`src/rtl/gv_pkg.sv`:
```
// Shared types and constants for the Guitar Villains multi-lane note engine.
package gv_pkg;

    typedef enum logic [1:0] {
        IDLE = 2'd0,
        PLAY = 2'd1,
        HOLD = 2'd2,
        DONE = 2'd3
    } engine_state_e;

    localparam int HIT_PTS        = 1;
    localparam int BONUS_PTS      = 2;
    localparam int MISS_PTS       = -1;
    localparam int COMBO_INTERVAL = 4;
    localparam int COMBO_MAX      = 15;

endpackage

```
`src/rtl/note_lane.sv`:
```
// One note lane: scrolling LED shift register, button edge detect and press judging.
module note_lane
    import gv_pkg::*;
#(
    parameter int DEPTH    = 7,
    parameter int SONG_LEN = 32,
    parameter int PTR_W    = 6
) (
    input  logic                clk,
    input  logic                n_rst,
    input  logic                clr,
    input  logic                play,
    input  logic                beat,
    input  logic                button,
    input  logic [SONG_LEN-1:0] notes,
    input  logic [PTR_W-1:0]    ptr,
    output logic [DEPTH-1:0]    bits,
    output logic                hit_ev,
    output logic                miss_ev,
    output logic                bad_ev,
    output logic                empty_next
);
    logic             btn_q;
    logic             press_p0;
    logic             load_p0;
    logic [DEPTH-1:0] bits_d;

    assign press_p0 = play & button & ~btn_q;
    assign hit_ev   = press_p0 & bits[0];
    assign bad_ev   = press_p0 & ~bits[0];
    // A press in the beat cycle is judged first, so a hit note is never also a miss.
    assign miss_ev  = beat & bits[0] & ~press_p0;

    // Past the end of the song the one-hot select shifts out and loads 0.
    assign load_p0 = |(notes & (SONG_LEN'(1) << ptr));

    always_comb begin
        bits_d = bits;
        if (hit_ev) begin
            bits_d[0] = 1'b0;
        end
        if (beat) begin
            bits_d = {load_p0, bits_d[DEPTH-1:1]};
        end
        if (clr) begin
            bits_d = '0;
        end
    end

    assign empty_next = ~|bits_d;

    always_ff @(posedge clk or negedge n_rst) begin
        if (!n_rst) begin
            btn_q <= 1'b0;
            bits  <= '0;
        end else begin
            btn_q <= button;
            bits  <= bits_d;
        end
    end

endmodule

```
`src/rtl/multi_lane_note_engine.sv`:
```
// N-lane beat generator, note scroller, press judge and saturating scorer.
// Optional combo streak bonus is enabled by defining GV_COMBO_BONUS_EN.
module multi_lane_note_engine
    import gv_pkg::*;
#(
    parameter int LANES    = 2,
    parameter int DEPTH    = 7,
    parameter int SONG_LEN = 32,
    parameter int SCORE_W  = 8,
    parameter int BEAT_W   = 23
) (
    input  logic                      clk,
    input  logic                      n_rst,
    input  logic                      run,
    input  logic                      pause,
    input  logic [BEAT_W-1:0]         diff_period,
    input  logic [LANES*SONG_LEN-1:0] song,
    input  logic [LANES-1:0]          button,
    output logic [LANES*DEPTH-1:0]    lane_disp,
    output logic                      beat_tick,
    output logic                      hit,
    output logic                      missed,
    output logic signed [SCORE_W-1:0] score,
    output logic                      is_neg,
    output logic [7:0]                num_hits,
    output logic [7:0]                num_misses,
    output logic [3:0]                combo,
    output logic                      finish
);
    localparam int PTR_W = $clog2(SONG_LEN + 1);
    localparam int ACC_W = SCORE_W + 4;
    localparam logic signed [ACC_W-1:0] S_MAX = ACC_W'((1 << (SCORE_W - 1)) - 1);
    localparam logic signed [ACC_W-1:0] S_MIN = ~S_MAX;

    engine_state_e           state_q, state_d;
    logic                    in_play, start;
    logic [BEAT_W-1:0]       beat_cnt_q, period_m1;
    logic [PTR_W-1:0]        ptr_q;
    logic                    beat_p0, fin_p0;
    logic [LANES-1:0]        hit_v, miss_v, bad_v, empty_v;
    logic signed [ACC_W-1:0] delta_p0;
    logic [3:0]              nh_p0, nm_p0, combo_d, combo_q;

    function automatic logic signed [SCORE_W-1:0] sat_score(input logic signed [ACC_W-1:0] v);
        if (v > S_MAX) return $signed(S_MAX[SCORE_W-1:0]);
        if (v < S_MIN) return $signed(S_MIN[SCORE_W-1:0]);
        return $signed(v[SCORE_W-1:0]);
    endfunction

    function automatic logic [7:0] sat_cnt(input logic [7:0] c, input logic [3:0] n);
        logic [8:0] s;
        s = {1'b0, c} + {5'b0, n};
        return s[8] ? 8'hFF : s[7:0];
    endfunction

    always_ff @(posedge clk or negedge n_rst) begin
        if (!n_rst) state_q <= IDLE;
        else        state_q <= state_d;
    end

    always_comb begin
        state_d = state_q;
        if (!run) begin
            state_d = IDLE;
        end else begin
            case (state_q)
                IDLE:    state_d = PLAY;
                PLAY:    if (fin_p0) state_d = DONE;
                         else if (pause) state_d = HOLD;
                HOLD:    if (!pause) state_d = PLAY;
                default: state_d = state_q;
            endcase
        end
    end

    always_comb begin
        in_play = 1'b0;
        start   = 1'b0;
        case (state_q)
            IDLE:    start   = run;
            PLAY:    in_play = 1'b1;
            default: ;
        endcase
    end

    // Compare with >= so a period shortened mid-song still wraps promptly.
    assign period_m1 = (diff_period == '0) ? '0 : diff_period - BEAT_W'(1);
    assign beat_p0   = in_play && (beat_cnt_q >= period_m1);
    assign fin_p0    = beat_p0 && (ptr_q >= PTR_W'(SONG_LEN - 1)) && (&empty_v);

    always_ff @(posedge clk or negedge n_rst) begin
        if (!n_rst) begin
            beat_cnt_q <= '0;
            ptr_q      <= '0;
        end else if (start) begin
            beat_cnt_q <= '0;
            ptr_q      <= '0;
        end else if (in_play) begin
            beat_cnt_q <= beat_p0 ? '0 : beat_cnt_q + BEAT_W'(1);
            if (beat_p0 && (ptr_q < PTR_W'(SONG_LEN))) begin
                ptr_q <= ptr_q + PTR_W'(1);
            end
        end
    end

    for (genvar l = 0; l < LANES; l++) begin : g_lane
        note_lane #(
            .DEPTH   (DEPTH),
            .SONG_LEN(SONG_LEN),
            .PTR_W   (PTR_W)
        ) u_lane (
            .clk       (clk),
            .n_rst     (n_rst),
            .clr       (start),
            .play      (in_play),
            .beat      (beat_p0),
            .button    (button[l]),
            .notes     (song[l*SONG_LEN +: SONG_LEN]),
            .ptr       (ptr_q),
            .bits      (lane_disp[l*DEPTH +: DEPTH]),
            .hit_ev    (hit_v[l]),
            .miss_ev   (miss_v[l]),
            .bad_ev    (bad_v[l]),
            .empty_next(empty_v[l])
        );
    end

    // Lanes are folded in index order so same-cycle hits step the combo one at a time.
    always_comb begin
        delta_p0 = '0;
        nh_p0    = '0;
        nm_p0    = '0;
`ifdef GV_COMBO_BONUS_EN
        combo_d  = combo_q;
`else
        combo_d  = '0;
`endif
        for (int l = 0; l < LANES; l++) begin
            if (hit_v[l]) begin
                nh_p0 = nh_p0 + 4'd1;
`ifdef GV_COMBO_BONUS_EN
                if (combo_d != 4'(COMBO_MAX)) begin
                    combo_d  = combo_d + 4'd1;
                    delta_p0 = delta_p0 + (((int'(combo_d) % COMBO_INTERVAL) == 0) ?
                                           ACC_W'(BONUS_PTS) : ACC_W'(HIT_PTS));
                end else begin
                    delta_p0 = delta_p0 + ACC_W'(HIT_PTS);
                end
`else
                delta_p0 = delta_p0 + ACC_W'(HIT_PTS);
`endif
            end
            if (miss_v[l] || bad_v[l]) begin
                nm_p0    = nm_p0 + 4'd1;
                delta_p0 = delta_p0 + ACC_W'(MISS_PTS);
`ifdef GV_COMBO_BONUS_EN
                combo_d  = '0;
`endif
            end
        end
    end

    // Event stage -> registered outputs
    always_ff @(posedge clk or negedge n_rst) begin
        if (!n_rst) begin
            score      <= '0;
            num_hits   <= '0;
            num_misses <= '0;
            combo_q    <= '0;
            hit        <= 1'b0;
            missed     <= 1'b0;
            beat_tick  <= 1'b0;
            finish     <= 1'b0;
        end else if (start) begin
            score      <= '0;
            num_hits   <= '0;
            num_misses <= '0;
            combo_q    <= '0;
            hit        <= 1'b0;
            missed     <= 1'b0;
            beat_tick  <= 1'b0;
            finish     <= 1'b0;
        end else begin
            score      <= sat_score(ACC_W'(score) + delta_p0);
            num_hits   <= sat_cnt(num_hits, nh_p0);
            num_misses <= sat_cnt(num_misses, nm_p0);
            combo_q    <= combo_d;
            hit        <= (|hit_v) | (hit & ~beat_p0);
            missed     <= (|(miss_v | bad_v)) | (missed & ~beat_p0);
            beat_tick  <= beat_p0;
            finish     <= fin_p0;
        end
    end

    assign is_neg = score[SCORE_W-1];
    assign combo  = combo_q;

endmodule

```
`config.mk`:
```
export PLATFORM = sky130hd
export DESIGN_NAME = multi_lane_note_engine
export DESIGN_NICKNAME = d
export VERILOG_FILES = /design/src/rtl/gv_pkg.sv /design/src/rtl/note_lane.sv /design/src/rtl/multi_lane_note_engine.sv
export SDC_FILE = /design/constraint.sdc
export NUM_CORES = 1
export LEC_CHECK = 0
export CELL_PAD_IN_SITES_DETAIL_PLACEMENT = 1
export CELL_PAD_IN_SITES_GLOBAL_PLACEMENT = 2
export CORE_UTILIZATION = 32
export DETAILED_ROUTE_END_ITERATION = 10
export GPL_ROUTABILITY_DRIVEN = 0
export PLACE_DENSITY_LB_ADDON = 0.05
export SYNTH_ARGS = -nofsm -noshare
export SYNTH_HDL_FRONTEND = slang
export SYNTH_SLANG_ARGS = --single-unit
export TNS_END_PERCENT = 10
```
`constraint.sdc`:
```
create_clock -name clk -period 10.5 [get_ports clk]
set_input_delay 2.1 -clock clk [delete_from_list [all_inputs] [get_ports clk]]
set_output_delay 2.1 -clock clk [all_outputs]
set_load 0.02 [all_outputs]
```
# Word level (Yosys, flattened, before mapping)

Index checks and enable logic that the tools add are counted.

Shift operators: 1
Multiply operators: 0
Div/mod/pow operators: 0
$add $sub $neg: 11
Eq/ne operators: 5
Reduce and logical (&&, ||, !) cells: 21
$lt $le $gt $ge: 5
Muxes and demuxes: 46
Bitwise logic cells: 26

Operator list:

| operator              | number |
|---|---|
| $mux 23               | 4 |
| $mux 8                | 9 |
| $and 32x32->32        | 2 |
| $reduce_or 32->1      | 2 |
| $mux 12               | 3 |
| $shl 1x6->32 const A  | 1 |
| $mux 7                | 4 |
| $add 12x1->12 const B | 2 |
| $add 23x1->23 const B | 1 |
| $ge 23x23->1          | 1 |
| $logic_not 23->1      | 1 |
| $sub 23x1->23 const B | 1 |
| $add 8x4->9           | 2 |
| $mux 6                | 3 |
| $mux 1                | 16 |
| $and 1x1->1           | 14 |
| $reduce_or 7->1       | 2 |
| $add 12x2->12 const B | 1 |
| $add 8x12->12         | 1 |
| $gt 12x8->1 const B   | 1 |
| $lt 12x8->1 const B   | 1 |
| $add 4x1->4 const B   | 2 |
| $mux 2                | 4 |
| $mux 4                | 2 |
| other kinds (20)      | 35 |

Memories: 0
Bits in writable memories: 0
Word-level logic and storage cells: 129
ROM bits: 0
Register bits after elaboration: 75
Output and inout port bits: 47
Bits in latches: 0
Bits of input ports: 93

# Depth between registers and ports, before layout

Gate-level depths: netlist (run 1).

Depth after elaboration: 21
Gate-level depth with buffers: 33
Mapped depth without buffers: 31

# Modules after synthesis

Synthesis (run 1) repeated with hierarchy kept, for this count alone.

Cells, all modules: 735
Area, all modules: 6347.3 µm²

By module, submodules not included:

| module                 | times used | cells each | area each (µm²) | seq. area each (µm²) |
|---|---|---|---|---|
| multi_lane_note_engine | 1          | 545        | 4685.7          | 1476.4 |
| note_lane              | 2          | 95         | 830.8           | 200.2 |

# Worst setup path before layout (run 1)

OpenSTA, ideal clock, no wires.

Kind: input-to-reg
Start: input port diff_period[2]
End: register score[6]
Arrival: 8.191 ns
Stages on the path: 33
Setup time: 0.118 ns
Path buffers: 3
Required time: 10.382 ns
Slack: 2.191 ns
Cell sequence: or4_4 -> nor2_4 -> nand3_2 -> or3_4 -> or3_1 -> buf_6 -> buf_6 -> nand2_1 -> ha_1 -> a21o_1 -> a211o_1 -> a41oi_1 -> o2111ai_1 -> o21ai_2 -> o21a_1 -> inv_1 -> a21oi_1 -> ha_1 -> ha_1 -> inv_1 -> ha_1 -> nand2_1 -> nand2_1 -> ha_1 -> nor2_1 -> o21ai_0 -> and2_1 -> clkbuf_1 -> o311a_1 -> a311o_1 -> o21ai_1 -> a21oi_2 -> a21o_1

Longest elaborated chain between the ends: 20
Elaborated cells between the ends (all ways): 28
Those cells by class: add/sub: 4; order compare: 3; mux: 13; bitwise: 4; reduce/logical: 4

RTL lines:

| what                                                     | RTL line                      | source |
|---|---|---|
| start, declared                                          | multi_lane_note_engine.sv:16  | `input logic [BEAT_W-1:0] diff_period,` |
| $sub 23x1->23 / $logic_not 23->1 (equally long branches) | multi_lane_note_engine.sv:87  | `assign period_m1 = (diff_period == '0) ? '0 : diff_period - BEAT_W'(1);` |
| $mux 23 (*)                                              | multi_lane_note_engine.sv:87  |  |
| $ge 23x23->1 (*)                                         | multi_lane_note_engine.sv:88  | `assign beat_p0 = in_play && (beat_cnt_q >= period_m1);` |
| $logic_and 1x1->1 (*)                                    | multi_lane_note_engine.sv:88  |  |
| $and 1x1->1 (2 in a row)                                 | note_lane.sv:32               | `assign miss_ev = beat & bits[0] & ~press_p0;` |
| $logic_or 1x1->1                                         | multi_lane_note_engine.sv:153 | `if (miss_v[l] \|\| bad_v[l]) begin` |
| $mux 12                                                  | multi_lane_note_engine.sv:153 |  |
| $add 12x2->12                                            | multi_lane_note_engine.sv:150 | `delta_p0 = delta_p0 + ACC_W'(HIT_PTS);` |
| [... 2 more ...]                                         | --                            |  |
| $mux 12 (*)                                              | multi_lane_note_engine.sv:153 |  |
| $add 8x12->12 (*)                                        | multi_lane_note_engine.sv:184 | `score <= sat_score(ACC_W'(score) + delta_p0);` |
| $lt 12x8->1                                              | multi_lane_note_engine.sv:46  | `if (v < S_MIN) return $signed(S_MIN[SCORE_W-1:0]);` |
| $mux 1 (2 in a row)                                      | multi_lane_note_engine.sv:46  |  |
| $mux 1                                                   | multi_lane_note_engine.sv:174 | `end else if (start) begin` |
| $mux 8                                                   | multi_lane_note_engine.sv:47  | `return $signed(v[SCORE_W-1:0]);` |
| $mux 8 (*)                                               | multi_lane_note_engine.sv:46  |  |
| $mux 8 (*)                                               | multi_lane_note_engine.sv:174 |  |
| end signal, assigned                                     | multi_lane_note_engine.sv:184 |  |
| end, declared                                            | multi_lane_note_engine.sv:23  | `output logic signed [SCORE_W-1:0] score,` |

Every way passes the cells marked *; elsewhere a longest branch is shown, timed or not. The select of a mux whose other input is x is not followed.
A chain may end at the register's enable or synchronous reset.

# Worst setup path after layout (run 1)

Start: input port diff_period[2]
End: register score[2]

Same word-level chain as after synthesis.

==> impl_metrics.ini, run 1 <==
[clock_network]
clkLatencyLatePin_ps = 350
cts_sinks = 75
cts.clk_slew.worst_paths_ps = 60
cts-root-buf = clkbuf_16
cts_buffers = 9
cts_setup_buffers = 0
cts-htree-levels = 3
cts_buffer_depth = 2
cts_tree = built
cts_resized = 0
postCtsHoldBufs = 0

[pwr]
powerDensity_nw_per_um2 = 149.1
p_leak_nw = 3.493
ir_drop_mv = 0.1371
combPwrFrac_pct = 44.1
internal_power_uw = 735.9
pwr-share-seq_pct = 28.5
switching_share_pct = 39.15
p_switching_uw = 473.5
clkPwrFrac_pct = 27.5
p_total_mw = 1.209

[worst_setup_path]
cpLargestDelayFamily = compound AO/OA/AOI/OAI gates
cp_slowest_cell = or4_4
critical_path.max_fanout = 24
critPathLaunchType = input pin
crit_path_end_kind = register
reg2reg_depth = 23
crit_buf_inv = 3
arrival_ps = 9570
r2r_slack_ps = 4840
r2r-end = score[2]
cp.required_ps = 10730
crit_top_cell = ha_1
critPathKind = in2reg
cpPeakStageDelay_ps = 580
reg2reg_from = beat_cnt_q[14]

[grt]
antenna_found_initial = 0
grt_overflow = 0
grt_pass1_wl_um = 32650
grt_usage_pct = 20.26
grt_max_degree = 76
grt_pass1_vias = 6618

[floorplan]
row_count = 50
core_um2 = 18890
die_area_um2 = 20080
ioPinCount = 140
die_h_um = 141.7
die_w_um = 141.7
start_util_pct = 33.06

[yosys]
syn_area_per_cell_um2 = 8.112
synth_top_area_share_pct = 30.05
synthAdderAreaFrac_pct = 12.58
synthMuxAreaShare_pct = 2.003
ys_ff_latch = 75
synthArstFlopShare_pct = 100.0
syn_inst = 770
synth_cell_types = 74
synth_top_family_by_area = compound AO/OA/AOI/OAI gates
synth_edf_count = 0
yosysSeqAreaShare_pct = 30.05
ys_warn_count = 0
synth_area_leaders = dfrtp_1 (30%), ha_1 (12%), nand2_1 (6.2%)
synthXorXnorAreaFrac_pct = 4.908
synth_top_flop_cell = dfrtp_1
yosys.area_share.simple_pct = 22.54
synth_compound_area_share_pct = 22.96
synth_area_um2 = 6246
synth_top_cell_by_area = dfrtp_1

[cells_and_area]
instances_no_fill = 1154
nNetsFinal = 1043
num_antenna_cells = 0
nFillCells = 2259
layout-drive-gt1-share_pct = 4.698
syn_to_final_growth_pct = 29.87
postLayoutCoreUtil_pct = 42.93

[sta]
rsz0062_at_grt = false
fmax_mhz = 107.1
setup-violations-final = 0
worstMarginPinSlew_ps = 1007
finalClockSkew_ps = 9.841
min_period_over_period_pct = 88.95
tns_ps = 0
relSlewSlack_pct = 32.88
finalHoldViolCount = 0
finalCriticalPeriod_ps = 9340
slew_viol_final = 0

[drt]
drc = 0
via_per_inst = 5.379
first_pass_iters = 4
drt_iter0_markers = 233
routed_wl_um = 19670
routedWlPerCell_um = 17.05
vias = 6207
drtAntennaViolNets = 0

[worst_hold_path]
whs_path_depth = 1
hp-class = reg2reg
hp-start = beat_cnt_q[22]
holdPathEnd = beat_cnt_q[22]

[placed_design]
io_buffers = 135
place_hpwl_um = 14950
dp_cells = 1138

[run_status]
status = completed

[flow_run]
maxCapViolations = 0
[area by class of cell]
cell class	instances	area, µm²	share of cell area [%]
Clock buffer	11	242.7	2.992
Clock inverter	5	67.56	0.8329
Multi-Input combinational cell	629	4074	50.22
Timing Repair Buffer	143	1409	17.37
Inverter	31	116.4	1.435
Tap cell	260	325.3	4.010
Sequential cell	75	1877	23.14
[per-stage QoR]
stage / hold slack, ps / setup WS (ps) / instance area (µm²)
6_report: 505.0 / 1160 / 8112
5_1_grt: 571.9 / 709.1 / 8112
4_1_cts: 516.1 / 1146 / 8112
3_5_place_dp: 507.9 / 786.4 / 7801
3_3_place_gp: 497.8 / 1007 / 7801
2_1_floorplan: 457.0 / 2191 / 6257
[state kept, by name (all words and copies together), names as in the netlist, 2 cells and up]
register	count
score	8
state_q	2
num_hits	8
ptr_q	6
num_misses	8
g_lane.u_lane.bits	14
g_lane.u_lane.btn_q	2
beat_cnt_q	23
[power groups by stage]
stage / Sequential, mW / Clock (mW) / Combinational (mW)
3_5_place_dp: 0.349 / 0 / 0.537
4_1_cts: 0.345 / 0.341 / 0.540
2_1_floorplan: 0.366 / 0 / 0.327
5_1_grt: 0.347 / 0.351 / 0.598
3_3_place_gp: 0.349 / 0 / 0.515
6_report: 0.344 / 0.332 / 0.533
[cells in the final DEF (no fill, tap or decap), types with 12 or more instances in the layout]
| cell type | n |
|---|---|
| o21ai_0 | 61 |
| xnor2_1 | 18 |
| nand3_1 | 32 |
| inv_1 | 31 |
| nor3_1 | 17 |
| ha_1 | 58 |
| nor2b_1 | 13 |
| a31oi_1 | 12 |
| a21o_1 | 13 |
| nor2_1 | 55 |
| clkdlybuf4s50_1 | 134 |
| dfrtp_1 | 75 |
| xor2_1 | 17 |
| a21oi_1 | 65 |
| nand2_1 | 103 |
[cell families after synthesis]
family | Yosys count
AOI/OAI and AO/OA | 228
xor gates and xnor gates | 35
adders and majority gates | 61
buffers and inverters | 69
DFF | 75
muxes | 12
other | 1
and+or+nand+nor | 289
[how the worst max path moves through the flow]
stage / start / endpoint / slack [ps] / cells after the start
6_report: diff_period[2] / score[2] / 1160 / 30
5_1_grt: diff_period[2] / score[2] / 710 / 30
3_5_place_dp: diff_period[2] / score[2] / 790 / 30
2_1_floorplan: diff_period[2] / score[6] / 2190 / 33
4_1_cts: diff_period[2] / score[2] / 1150 / 30
3_3_place_gp: diff_period[2] / score[3] / 1010 / 31
[cell usage after synthesis, types with 17 or more instances]
cell type,instances
nand2_1,103
dfrtp_1,75
a21oi_1,65
o21ai_0,61
ha_1,58
nor2_1,55
nand3_1,32
inv_1,31
xnor2_1,18
clkbuf_1,17
nor3_1,17
xor2_1,17
[metal layers]
metal | share of wire [%] | GRT usage, % | vias up | wire length, µm
met5 | 0 | 0 | - | 0
met4 | 1.5 | 5.093 | 0 | 293
met3 | 3.7 | 3.611 | 19 | 728
met2 | 51 | 37.00 | 102 | 10000
met1 | 44 | 24.39 | 3078 | 8651
li1 | - | - | 3008 | -
[worst register-to-register path, stage by stage (launching register included)]
cell,delay (ps)
dfrtp_1,440
ha_1,350
nand4_1,110
nor4_1,390
o2111ai_1,210
o2111ai_1,440
o21ai_2,100
buf_4,240
o21ai_0,230
xnor2_1,170
ha_1,220
ha_1,150
inv_1,40
ha_1,160
o21ai_0,250
ha_1,390
a21oi_1,350
nand2_1,120
o31a_1,240
o311a_1,130
a311o_1,340
o221ai_1,120
nor2_1,160
a21o_1,200
Power figures use the tool's default switching activity.
==> run 2: changes to the inputs <==
- CORE_UTILIZATION: 32 -> 30
- clock period: 10.5 -> 8.9 ns (I/O delays scaled with it)
==> impl_metrics.ini, run 2 (synthesized netlist as in run 1, its figures left out) <==
[drt]
drc = 0
routed_wl_um = 19730
drtAntennaViolNets = 0
via_per_inst = 5.257
first_pass_iters = 4
routedWlPerCell_um = 16.79
drt_iter0_markers = 181
vias = 6177

[clock_network]
cts.clk_slew.worst_paths_ps = 60
cts-htree-levels = 3
cts_sinks = 75
cts-root-buf = clkbuf_16
cts_tree = built
cts_buffer_depth = 2
clkLatencyLatePin_ps = 350
cts_buffers = 9

[sta]
worstMarginPinSlew_ps = 1023
min_period_over_period_pct = 94.79
finalHoldViolCount = 0
setup-violations-final = 0
fmax_mhz = 118.5
rsz0062_at_grt = false
tns_ps = 0
slew_viol_final = 0
relSlewSlack_pct = 31.80
finalCriticalPeriod_ps = 8436
finalClockSkew_ps = 10.99
holdWs_ps = 504.2

[floorplan]
start_util_pct = 30.77
die_w_um = 146.3
die_h_um = 146.3
row_count = 52
die_area_um2 = 21400
core_um2 = 20300
ioPinCount = 140

[worst_setup_path]
crit_path_end_kind = register
cp.required_ps = 9140
cp_slowest_cell = or4_4
critPathKind = in2reg
crit_top_cell = ha_1
arrival_ps = 8680
critical_path.max_fanout = 7
critPathLaunchType = input pin
cpPeakStageDelay_ps = 560

[cells_and_area]
layout-drive-gt1-share_pct = 6.630
num_antenna_cells = 0
final_common_cell = clkdlybuf4s50_1
largest_reg_flops = 23
regMostFlops = beat_cnt_q
mostFrequentLayoutCells = clkdlybuf4s50_1 (134), nand2_1 (103), dfrtp_1 (75), a21oi_1 (65), o21ai_0 (59)
syn_to_final_growth_pct = 32.23
nFillCells = 2405
instances_no_fill = 1175
nNetsFinal = 1054
final_cell_area_um2 = 8259
top_regs = beat_cnt_q x23, g_lane.u_lane.bits x14

[pwr]
p_total_mw = 1.455
ir_drop_mv = 0.1359
p_leak_nw = 3.565
powerDensity_nw_per_um2 = 176.1

[placed_design]
dp_cells = 1159
io_buffers = 135
place_area_um2 = 7896
place_hpwl_um = 15000

[grt]
grt_max_degree = 76
grt_pass1_vias = 6538
grt_usage_pct = 19.01
grt_overflow = 0
grt_pass1_wl_um = 33170
antenna_found_initial = 0

[run_status]
status = completed

[flow_run]
maxCapViolations = 0

[worst_hold_path]
hp-class = reg2reg
## run 2: cell count changes in the layout (fill, tap and decap cells not counted), moves of 2 or more
cell / previous run / this run
o2111ai_2: 0 / 2
o2111ai_1: 3 / 1
a21boi_0: 3 / 1
buf_4: 9 / 20
o21ai_0: 61 / 59
a21boi_1: 0 / 2
## run 2: layer usage
layer	track usage, %	routed length, µm	up-vias	share of wire, %
met2	33.00	9597	99	49
met5	0	0	-	0
met1	23.96	9107	3016	46
li1	-	-	3033	-
met4	5.677	395	0	2.0
met3	3.313	628	29	3.2
## run 2: path summary, 6_finish.rpt
path / slack [ps] / depth (start not counted) / startpoint / endpoint
max reg2reg: 3590 / 25 / beat_cnt_q[4] / score[6]
min: 500 / 1 / beat_cnt_q[22] / beat_cnt_q[22]
max in group asynchronous: 6640 / 1 / n_rst / beat_cnt_q[13]
min reg2reg: 500 / 1 / beat_cnt_q[22] / beat_cnt_q[22]
max: 460 / 33 / diff_period[3] / score[6]
min in group asynchronous: 1610 / 1 / n_rst / g_lane[1].u_lane.bits[5]
## run 2: final cells by class
type / instances / area, µm² / area share [%]
Clock buffer: 11 / 242.7 / 2.939
Sequential cell: 75 / 1877 / 22.72
Multi-Input combinational cell: 629 / 4126 / 49.96
Clock inverter: 5 / 67.56 / 0.8181
Inverter: 31 / 116.4 / 1.409
Tap cell: 270 / 337.8 / 4.090
Timing Repair Buffer: 154 / 1491 / 18.06
## run 2: power by group
part / leakage (nW) / switching (mW) / total, mW / internal, mW
clock network: 0.153 / 0.160 / 0.390 / 0.230
registers: 1.02 / 0.0302 / 0.405 / 0.375
logic: 2.39 / 0.376 / 0.660 / 0.284
total: 3.56 / 0.566 / 1.45 / 0.889
## run 2: timing repair
action                     in CTS  in global routing
hold buffers                    0                  0
setup buffers                   0                  0
setup endpoints to repair       0                  8
resized for setup               0                 13
## run 2: stage by stage
stage	setup slack (ps)	utilization, %
2_1_floorplan	910.8	-
3_3_place_gp	198.9	38.90
3_5_place_dp	-84.77	38.90
4_1_cts	267.1	40.43
5_1_grt	15.60	40.69
6_report	464.0	40.69
## run 2: worst max-delay path: cells and delay by family
kind | cells | cell delay, ps
AO/OA/AOI/OAI | 12 | 2150
adder cells (fa/ha/maj) | 5 | 1260
buffers and inverters | 4 | 740
AND/OR/NAND/NOR | 12 | 2730
